`config.mk`:
```
export PLATFORM = sky130hd
export DESIGN_NAME = ssd_scan_driver
export DESIGN_NICKNAME = d
export VERILOG_FILES = /design/src/rtl/ssd_pkg.sv /design/src/rtl/ssd_hex_decoder.sv /design/src/rtl/ssd_scan_driver.sv
export SDC_FILE = /design/constraint.sdc
export NUM_CORES = 1
export LEC_CHECK = 0
export CORE_UTILIZATION = 30
export CTS_CLUSTER_SIZE = 10
export DETAILED_ROUTE_END_ITERATION = 7
export PLACE_DENSITY = 0.47
export SYNTH_ARGS = -nofsm -noshare
export SYNTH_HDL_FRONTEND = slang
export SYNTH_SLANG_ARGS = --single-unit
```
`constraint.sdc`:
```
create_clock -name board_clk -period 4.34 [get_ports board_clk]
set_input_delay 0.651 -clock board_clk [delete_from_list [all_inputs] [get_ports board_clk]]
set_output_delay 0.651 -clock board_clk [all_outputs]
set_load 0.005 [all_outputs]
```
`src/rtl/ssd_pkg.sv`:
```
// Shared constants for the multiplexed seven-segment scan driver.
// Glyphs are active-low, bit 6 = Ca ... bit 0 = Cg.
package ssd_pkg;

  localparam logic [3:0] BLANK_CODE = 4'hF;

  localparam logic [6:0] SEG_0     = 7'b0000001;
  localparam logic [6:0] SEG_1     = 7'b1001111;
  localparam logic [6:0] SEG_2     = 7'b0010010;
  localparam logic [6:0] SEG_3     = 7'b0000110;
  localparam logic [6:0] SEG_4     = 7'b1001100;
  localparam logic [6:0] SEG_5     = 7'b0100100;
  localparam logic [6:0] SEG_6     = 7'b0100000;
  localparam logic [6:0] SEG_7     = 7'b0001111;
  localparam logic [6:0] SEG_8     = 7'b0000000;
  localparam logic [6:0] SEG_9     = 7'b0000100;
  localparam logic [6:0] SEG_A     = 7'b0001000;
  localparam logic [6:0] SEG_B     = 7'b1100000;
  localparam logic [6:0] SEG_C     = 7'b0110001;
  localparam logic [6:0] SEG_D     = 7'b1000010;
  localparam logic [6:0] SEG_E     = 7'b0110000;
  localparam logic [6:0] SEG_BLANK = 7'b1111111;

  function automatic int unsigned max_digits();
    return 8;
  endfunction

endpackage

```
`src/rtl/ssd_hex_decoder.sv`:
```
// Combinational 4-bit code to active-low cathode pattern; code F is blank.
module ssd_hex_decoder
  import ssd_pkg::*;
(
  input  logic [3:0] code,
  output logic [6:0] seg_c
);

  always_comb begin
    seg_c = SEG_BLANK;
    case (code)
      4'h0: seg_c = SEG_0;
      4'h1: seg_c = SEG_1;
      4'h2: seg_c = SEG_2;
      4'h3: seg_c = SEG_3;
      4'h4: seg_c = SEG_4;
      4'h5: seg_c = SEG_5;
      4'h6: seg_c = SEG_6;
      4'h7: seg_c = SEG_7;
      4'h8: seg_c = SEG_8;
      4'h9: seg_c = SEG_9;
      4'hA: seg_c = SEG_A;
      4'hB: seg_c = SEG_B;
      4'hC: seg_c = SEG_C;
      4'hD: seg_c = SEG_D;
      4'hE: seg_c = SEG_E;
      default: seg_c = SEG_BLANK;
    endcase
  end

endmodule

```
`src/rtl/ssd_scan_driver.sv`:
```
// Multiplexed N-digit seven-segment driver with frame-synchronous double
// buffering, per-digit blink, leading-zero blanking and anode dead-time.
module ssd_scan_driver
  import ssd_pkg::*;
#(
  parameter int unsigned NUM_DIGITS    = 4,
  parameter int unsigned SCAN_DIV_BITS = 18,
  parameter int unsigned DEADTIME      = 16,
  parameter int unsigned BLINK_LOG2    = 5
) (
  input  logic                    board_clk,
  input  logic                    reset,
  input  logic                    load,
  input  logic [4*NUM_DIGITS-1:0] digit_data,
  input  logic [NUM_DIGITS-1:0]   dp_in,
  input  logic [NUM_DIGITS-1:0]   blink_en,
  input  logic                    lzb,
  output logic [NUM_DIGITS-1:0]   anode,
  output logic [6:0]              cathode,
  output logic                    dp_out,
  output logic                    frame_tick
);

  localparam int unsigned IDX_W  = (NUM_DIGITS > 1) ? $clog2(NUM_DIGITS) : 1;
  localparam int unsigned DATA_W = 4 * NUM_DIGITS;
  localparam int unsigned FC_W   = (BLINK_LOG2 > 0) ? BLINK_LOG2 : 1;
  localparam logic [SCAN_DIV_BITS-1:0] PRESC_MAX = '1;
  localparam logic [SCAN_DIV_BITS-1:0] DEAD_END  = SCAN_DIV_BITS'(DEADTIME);
  localparam logic [IDX_W-1:0]         IDX_LAST  = IDX_W'(NUM_DIGITS - 1);

  if (NUM_DIGITS == 0 || NUM_DIGITS > max_digits()) begin : g_bad_num_digits
    $error("ssd_scan_driver: NUM_DIGITS out of range");
  end
  if ((64'(DEADTIME) >> SCAN_DIV_BITS) != 0) begin : g_bad_deadtime
    $error("ssd_scan_driver: DEADTIME must be below 2**SCAN_DIV_BITS");
  end

  logic [SCAN_DIV_BITS-1:0] presc;
  logic [IDX_W-1:0]         idx;
  logic [FC_W-1:0]          frame_cnt;
  logic                     blink_phase;
  logic                     pending;

  logic [DATA_W-1:0]        shadow_digits, active_digits;
  logic [NUM_DIGITS-1:0]    shadow_dp,     active_dp;
  logic [NUM_DIGITS-1:0]    shadow_blink,  active_blink;

  logic                     scan_wrap_c, frame_wrap_c;
  logic [NUM_DIGITS-1:0]    lz_mask_c;
  logic                     zero_run_c;
  logic [3:0]               cur_nibble_c, code_c;
  logic                     blink_blank_c;
  logic [6:0]               seg_c;

  assign scan_wrap_c  = (presc == PRESC_MAX);
  assign frame_wrap_c = scan_wrap_c && (idx == IDX_LAST);

  // Prescaler, scan index, frame counter and blink phase
  always_ff @(posedge board_clk or posedge reset) begin
    if (reset) begin
      presc       <= '0;
      idx         <= '0;
      frame_cnt   <= '0;
      blink_phase <= 1'b0;
      frame_tick  <= 1'b0;
    end else begin
      presc      <= presc + SCAN_DIV_BITS'(1);
      frame_tick <= frame_wrap_c;
      if (scan_wrap_c) begin
        idx <= (idx == IDX_LAST) ? '0 : idx + IDX_W'(1);
      end
      if (frame_wrap_c) begin
        frame_cnt <= frame_cnt + FC_W'(1);
        if (frame_cnt == '1) begin
          blink_phase <= ~blink_phase;
        end
      end
    end
  end

  // Shadow capture and frame-boundary commit; a load racing a commit stays pending
  always_ff @(posedge board_clk or posedge reset) begin
    if (reset) begin
      shadow_digits <= {NUM_DIGITS{BLANK_CODE}};
      shadow_dp     <= '0;
      shadow_blink  <= '0;
      active_digits <= {NUM_DIGITS{BLANK_CODE}};
      active_dp     <= '0;
      active_blink  <= '0;
      pending       <= 1'b0;
    end else begin
      if (frame_wrap_c && pending) begin
        active_digits <= shadow_digits;
        active_dp     <= shadow_dp;
        active_blink  <= shadow_blink;
      end
      if (load) begin
        shadow_digits <= digit_data;
        shadow_dp     <= dp_in;
        shadow_blink  <= blink_en;
        pending       <= 1'b1;
      end else if (frame_wrap_c) begin
        pending       <= 1'b0;
      end
    end
  end

  // Leading-zero mask: digit i is blankable when it and everything above are zero
  always_comb begin
    zero_run_c = 1'b1;
    lz_mask_c  = '0;
    for (int i = NUM_DIGITS - 1; i >= 1; i--) begin
      zero_run_c   = zero_run_c & (active_digits[4*i +: 4] == 4'h0);
      lz_mask_c[i] = zero_run_c;
    end
  end

  always_comb begin
    cur_nibble_c  = active_digits[4*int'(idx) +: 4];
    blink_blank_c = active_blink[idx] & blink_phase;
    code_c        = cur_nibble_c;
    if (blink_blank_c || (lzb && lz_mask_c[idx])) begin
      code_c = BLANK_CODE;
    end
  end

  ssd_hex_decoder u_decoder (
    .code  (code_c),
    .seg_c (seg_c)
  );

  // Registered pin drive, one clock behind the scan state
  always_ff @(posedge board_clk or posedge reset) begin
    if (reset) begin
      anode   <= '1;
      cathode <= SEG_BLANK;
      dp_out  <= 1'b1;
    end else begin
      anode   <= (presc < DEAD_END) ? '1 : ~(NUM_DIGITS'(1) << idx);
      cathode <= seg_c;
      dp_out  <= blink_blank_c | ~active_dp[idx];
    end
  end

endmodule

```
## Word-level counts from Yosys, hierarchy flattened

Memories as Yosys holds them, arrays and structs flattened. A register that Yosys moved wholly into a read port is not among the register bits.
Index checks and enable logic that the tools add are counted.

- Register bits after elaboration: 81
- Memory bits (read-only): 112
- Output and inout bits: 13
- Word-level logic and storage cells: 52
- Memories kept: 1

Memory list:

| memory | depth | width | rd ports | clocked after memory_dff | write ports | line | source |
|---|---|---|---|---|---|---|---|
| (no name shown) | 16 | 7 | 1 | 1 | 0 | ssd_hex_decoder.sv:11 | `case (code)` |

- Add/sub/neg operators: 3
- Magnitude comparators: 2
- Eq/ne operators: 3
- Shift-type cells: 2
- Muxes and demuxes: 11
- Bitwise gates (word level): 7
- Reduce and logical (&&, ||, !) cells: 9

Operator list:

| kind | number |
|---|---|
| $add 18x1->18 const B | 1 |
| $eq 18x18->1 const B | 1 |
| $lt 18x5->1 const B | 1 |
| $shiftx 16x5->4 | 1 |
| $logic_not 4->1 | 3 |
| $mux 4 | 2 |
| $bmux 1 s2 | 3 |
| $add 5x1->5 const B | 1 |
| $eq 5x5->1 const B | 1 |
| $mux 1 | 5 |
| $not 4->4 | 1 |
| $shl 1x2->4 const A | 1 |
| $and 1x1->1 | 3 |
| $logic_and 1x1->1 | 3 |
| $lt 2x3->1 const B | 1 |
| $add 2x1->2 const B | 1 |
| $eq 2x2->1 const B | 1 |
| $mux 2 | 1 |
| $not 1->1 | 2 |
| $reduce_and 2->1 | 1 |
| $reduce_bool 2->1 | 1 |
| $logic_or 1x1->1 | 1 |
| $or 1x1->1 | 1 |

## Depth between registers and ports, before layout

- Word-level depth: 8
- Mapped depth: 9
- Mapped depth without buffers: 8

## Hierarchy

A second synthesis with hierarchy kept.

- Cell total of the unflattened synthesis: 281
- Area, all modules: 3933.8 um2

Modules (own cells, without submodules):

| module | instances | cells an instance | area each (um2) | seq. area each (um2) |
|---|---|---|---|---|
| ssd_scan_driver | 1 | 254 | 3668.5 | 2257.2 |
| ssd_hex_decoder | 1 | 27 | 265.3 | 0.0 |

## Worst setup path before layout

OpenSTA, ideal clock, no wires.

- Path kind: flip-flop to flip-flop
- From: register idx[0]
- To: register cathode[5]
- Setup time: 0.091 ns
- Arrival time: 2.233 ns
- Data required time: 4.249 ns
- Path slack: 2.016 ns
- Cell stages (with the launch flop): 7
- Path buffers: 1
- Period minus slack after synthesis: 2.324 ns
- Path through: dfrtp_1 > buf_4 > mux4_2 > nor2_1 > ha_1 > or4_1 > o31ai_1

- Word-level cells in the longest chain between the ends: 5
- Elaborated cells between the ends (all ways): 9
- Those cells by class: shift (1); mux (5); bitwise (1); reduce/logical (2)

Ends and longest elaborated chain:

| what | line | source |
|---|---|---|
| from (decl) | ssd_scan_driver.sv:39 | `logic [IDX_W-1:0] idx;` |
| from (signal assigned) | ssd_scan_driver.sv:70 | `idx <= (idx == IDX_LAST) ? '0 : idx + IDX_W'(1);` |
| $bmux 1 s2, on equally long branches | ssd_scan_driver.sv:120, ssd_scan_driver.sv:122 |  |
| $mux 1, on equally long branches | ssd_scan_driver.sv:120, ssd_scan_driver.sv:122 |  |
| $and 1x1->1 / $logic_and 1x1->1 (equally long branches) | ssd_scan_driver.sv:120, ssd_scan_driver.sv:122 |  |
| $logic_or 1x1->1 | ssd_scan_driver.sv:122 | `if (blink_blank_c \|\| (lzb && lz_mask_c[idx])) begin` |
| $mux 4 * | ssd_scan_driver.sv:122 |  |
| to (decl) | ssd_scan_driver.sv:19 | `output logic [6:0] cathode,` |

Mark *: on every way between the ends. The rest lies on a longest branch, timed or not. The select of a mux whose other input is x is not followed.
A chain may end at the register's enable or synchronous reset.

## Final worst setup path

Ends and elaborated chain as after synthesis.

==> results.md <==
- Core Region: ~0.013 sq mm
- Post-route minimum period: approximately 2.6 ns
- Clk slew on worst S/H paths: 0.07 ns
- Worst-path maximum fanout: 13
- Status: completed
- Clk Latency, worst-skew pair: roughly 0.34 ns
- Kind of critical path: reg2reg
- Drt first pass iters: 4
- Max Cap Violations: 0
- FF-to-FF End: cathode[5]$_DFF_PP1_
- Worst-margin pin slew: 0.584 ns
- DIE AREA: 0.0140 sq mm
- Setup crit start kind: flop
- Slowest cell on crit path: dfrtp_1
- Ys Warns: 0
- Max VDD drop: 0.000156 V
- Port bufs: 40
- Post-route ant nets: 0
- Post-synth EDFFs: 0
- Cell count after placement: between 400 and 500
- Library cells used by synthesis: 44
- CTS Sinks: between 80 and 90
- Cells after Synth: between 200 and 300
- Largest net degree at the start of global routing: 36
- Crit path cell chain: mux4_2 -> nor2_1 -> ha_1 -> or4_1 -> o31ai_1
- Initial core utilization: 30.7%
- Total power: 1.72 mW
- Initial antenna violation count: 0
- R2R setup slack: around 1.7 ns
- # setup viols final: 0
- Ratio of total power to cell area: 350 mW/mm^2
- Fin Clk Skew: roughly 0.009 ns
- Design Area, Final: approximately 0.0049 sq mm
- Final Cycle Share: 61.1%
- Post-Syn Nets: 326
- Postcts setup bufs: 0
- Row count: between 40 and 50
- Syn_area_per_cell: 14.3 sq um
- Worst reg2reg path depth: 5
- CP peak stage delay: around 0.7 ns
- Number of CTS-inserted buffers: 9
- Lkg Pwr: between 2 and 2.5 nW
- Crit path launch: idx[0]$_DFFE_PP0N_
- GR Overflow Total: 0
- DRT Wirelength: approximately 7200 um
- Critical Path End: cathode[5]$_DFF_PP1_
- Async SR Flop Fraction: 100%
- Sequential element share of the synthesized area: about 56%
- Synthesized cell area: a little over 0.004 sq mm
- Fmax: 377 MHz
- Vias in the first global route: 2353
- GRT Util Overall: a little under an eighth
- RSZ-0062 raised after global routing: no
- GR Layer Usage met2: between 15 and 20%
- Die height: 118 um
- Initial drt markers: 89
- DR DRC count: 0
- CTS tree: done
- Final hold vios: 0
- Top FF cell, synth: dfstp_2
- Met3 Usage GRT: under 10%
- Area delta synth->final: 20.9%
- Via-to-Cell Ratio: around 4.4
- Crit. End Element: flop
- Root Buffer Master: clkbuf_16
- H-tree depth: 3
- Busiest metal layer after global routing: met2
- Share of cells above drive strength 1: a little under two fifths
- Util after Layout: between 30% and 40%
- Required time of the critical path: approximately 4.6 ns
- Slew Viols, Final: 0
- CP arrival: roughly 2.9 ns
- Dpl cell area: between 0.004 and 0.005 sq mm
- Hold Buf Count CTS: 0
- RD Place Congestion: about 0.75
- R2R Path Start: idx[0]$_DFFE_PP0N_
- CTS-repair resized insts: 0
- Hold WC Path Type: reg2reg
- Hold Crit Start: presc[0]$_DFF_PP0_
- Clock Tree Buf Depth: 2
- Boundary pin count: 41
- First-pass GRT wire length: around 12000 um
- DP Wirelength: 4980 um
- Final net count: ~370
- Flops & latches, synth: 88
- Met1 GRT Util: roughly 14%
- Final antenna diode count: 0
- Final Non-Filler Cells: 510
- Setup TNS: 0 ns
- Worst slew margin: about 60%
- DIE WIDTH: 118 um
- Routed WL per cell: 14.1 um
- Vias: between 2000 and 2500
worst max-delay path, delay by kind of cell, from the launching register on:
kind | cells | cell delay (ns)
simple gates | 2 | 0.83
flops | 1 | 0.71
fa+ha+maj | 1 | 0.32
mux | 1 | 0.61
compound gates | 1 | 0.08
metal layers:
layer	wire [um]	share of wire, %
met5	0	0
met4	130	1.8
met3	314	4.4
met2	3340	46
met1	3400	47
cell usage after synthesis, types with 2 or more instances:
library cell / instances / area, sq um
nand2b_1: 2 / 12.5
ha_1: 14 / 175
mux2i_1: 12 / 120
dfrtp_1: 44 / 1100
mux2_2: 31 / 349
nor4_1: 7 / 43.8
mux2_4: 20 / 300
nand4_1: 2 / 12.5
nand3_2: 2 / 20.0
and3_1: 2 / 12.5
o211ai_1: 2 / 15.0
buf_4: 2 / 15.0
nor2_1: 9 / 33.8
xor2_1: 7 / 61.3
buf_12: 3 / 60.1
inv_1: 12 / 45.0
nand2_1: 16 / 60.1
xnor2_1: 13 / 114
dfstp_2: 44 / 1160
clkbuf_1: 2 / 7.51
o21ai_0: 3 / 15.0
nand3_1: 8 / 40.0
and2_1: 2 / 12.5
mux4_2: 5 / 113
stage by stage:
step / hold slack (ns) / worst slack [ns]
2_1_floorplan: 0.422 / 1.48
3_3_place_gp: 0.443 / 1.55
3_5_place_dp: 0.450 / 1.54
4_1_cts: 0.459 / 1.69
5_1_grt: 0.485 / 1.52
6_report: 0.457 / 1.69
power breakdown:
| part | leakage (nW) | internal, mW | switching (mW) |
|---|---|---|---|
| Combinational | 0.865 | 0.0436 | 0.0300 |
| Sequential | 1.03 | 0.856 | 0.0140 |
| Clock | 0.150 | 0.462 | 0.311 |
| Total | 2.05 | 1.36 | 0.355 |
registers in the layout, indices dropped and copies added, names as in the netlist, 5 cells and up:
| name | cells |
|---|---|
| frame_cnt | 5 |
| presc | 18 |
| shadow_digits | 16 |
| cathode | 7 |
| active_digits | 16 |
worst min-delay path by stage:
stage,depth (start not counted),endpoint,slack [ns]
6_report,1,presc[0]$_DFF_PP0_,0.46
5_1_grt,1,presc[0]$_DFF_PP0_,0.48
4_1_cts,1,presc[0]$_DFF_PP0_,0.46
3_5_place_dp,1,presc[0]$_DFF_PP0_,0.45
3_3_place_gp,1,presc[0]$_DFF_PP0_,0.44
2_1_floorplan,1,presc[0]$_DFF_PP0_,0.42
cells in the final DEF (no fill, tap or decap), types with 9 or more instances in the layout:
cell	Yosys	layout
dfstp_2	44	44
nand2_1	16	16
xnor2_1	13	13
nor2_1	9	9
inv_1	12	11
mux2i_1	12	12
clkdlybuf4s50_1	0	40
ha_1	14	14
dfrtp_1	44	44
mux2_4	20	20
mux2_2	31	31
clkbuf_16	0	9
logic make-up after synthesis:
kind of cell    count (synthesis)  share of synthesized area [%]
xor+xnor                       20                           4.31
fa+ha+maj                      14                           4.31
mux                            68                           21.7
buf+inv                        22                           3.63
simple gates                   59                           8.29
flops                          88                           55.6
compound gates                 13                           2.16
area by class of cell:
class,count,area (sq um)
Multi-Input combinational cell,174,1660
Clock inverter,5,55.1
Tap cell,176,220
Sequential cell,88,2260
Inverter,12,46.3
Clock buffer,11,243
Timing Repair Buffer,44,430
Fill cell,1296,8330
No activity file was read; power rests on OpenSTA's default activity.
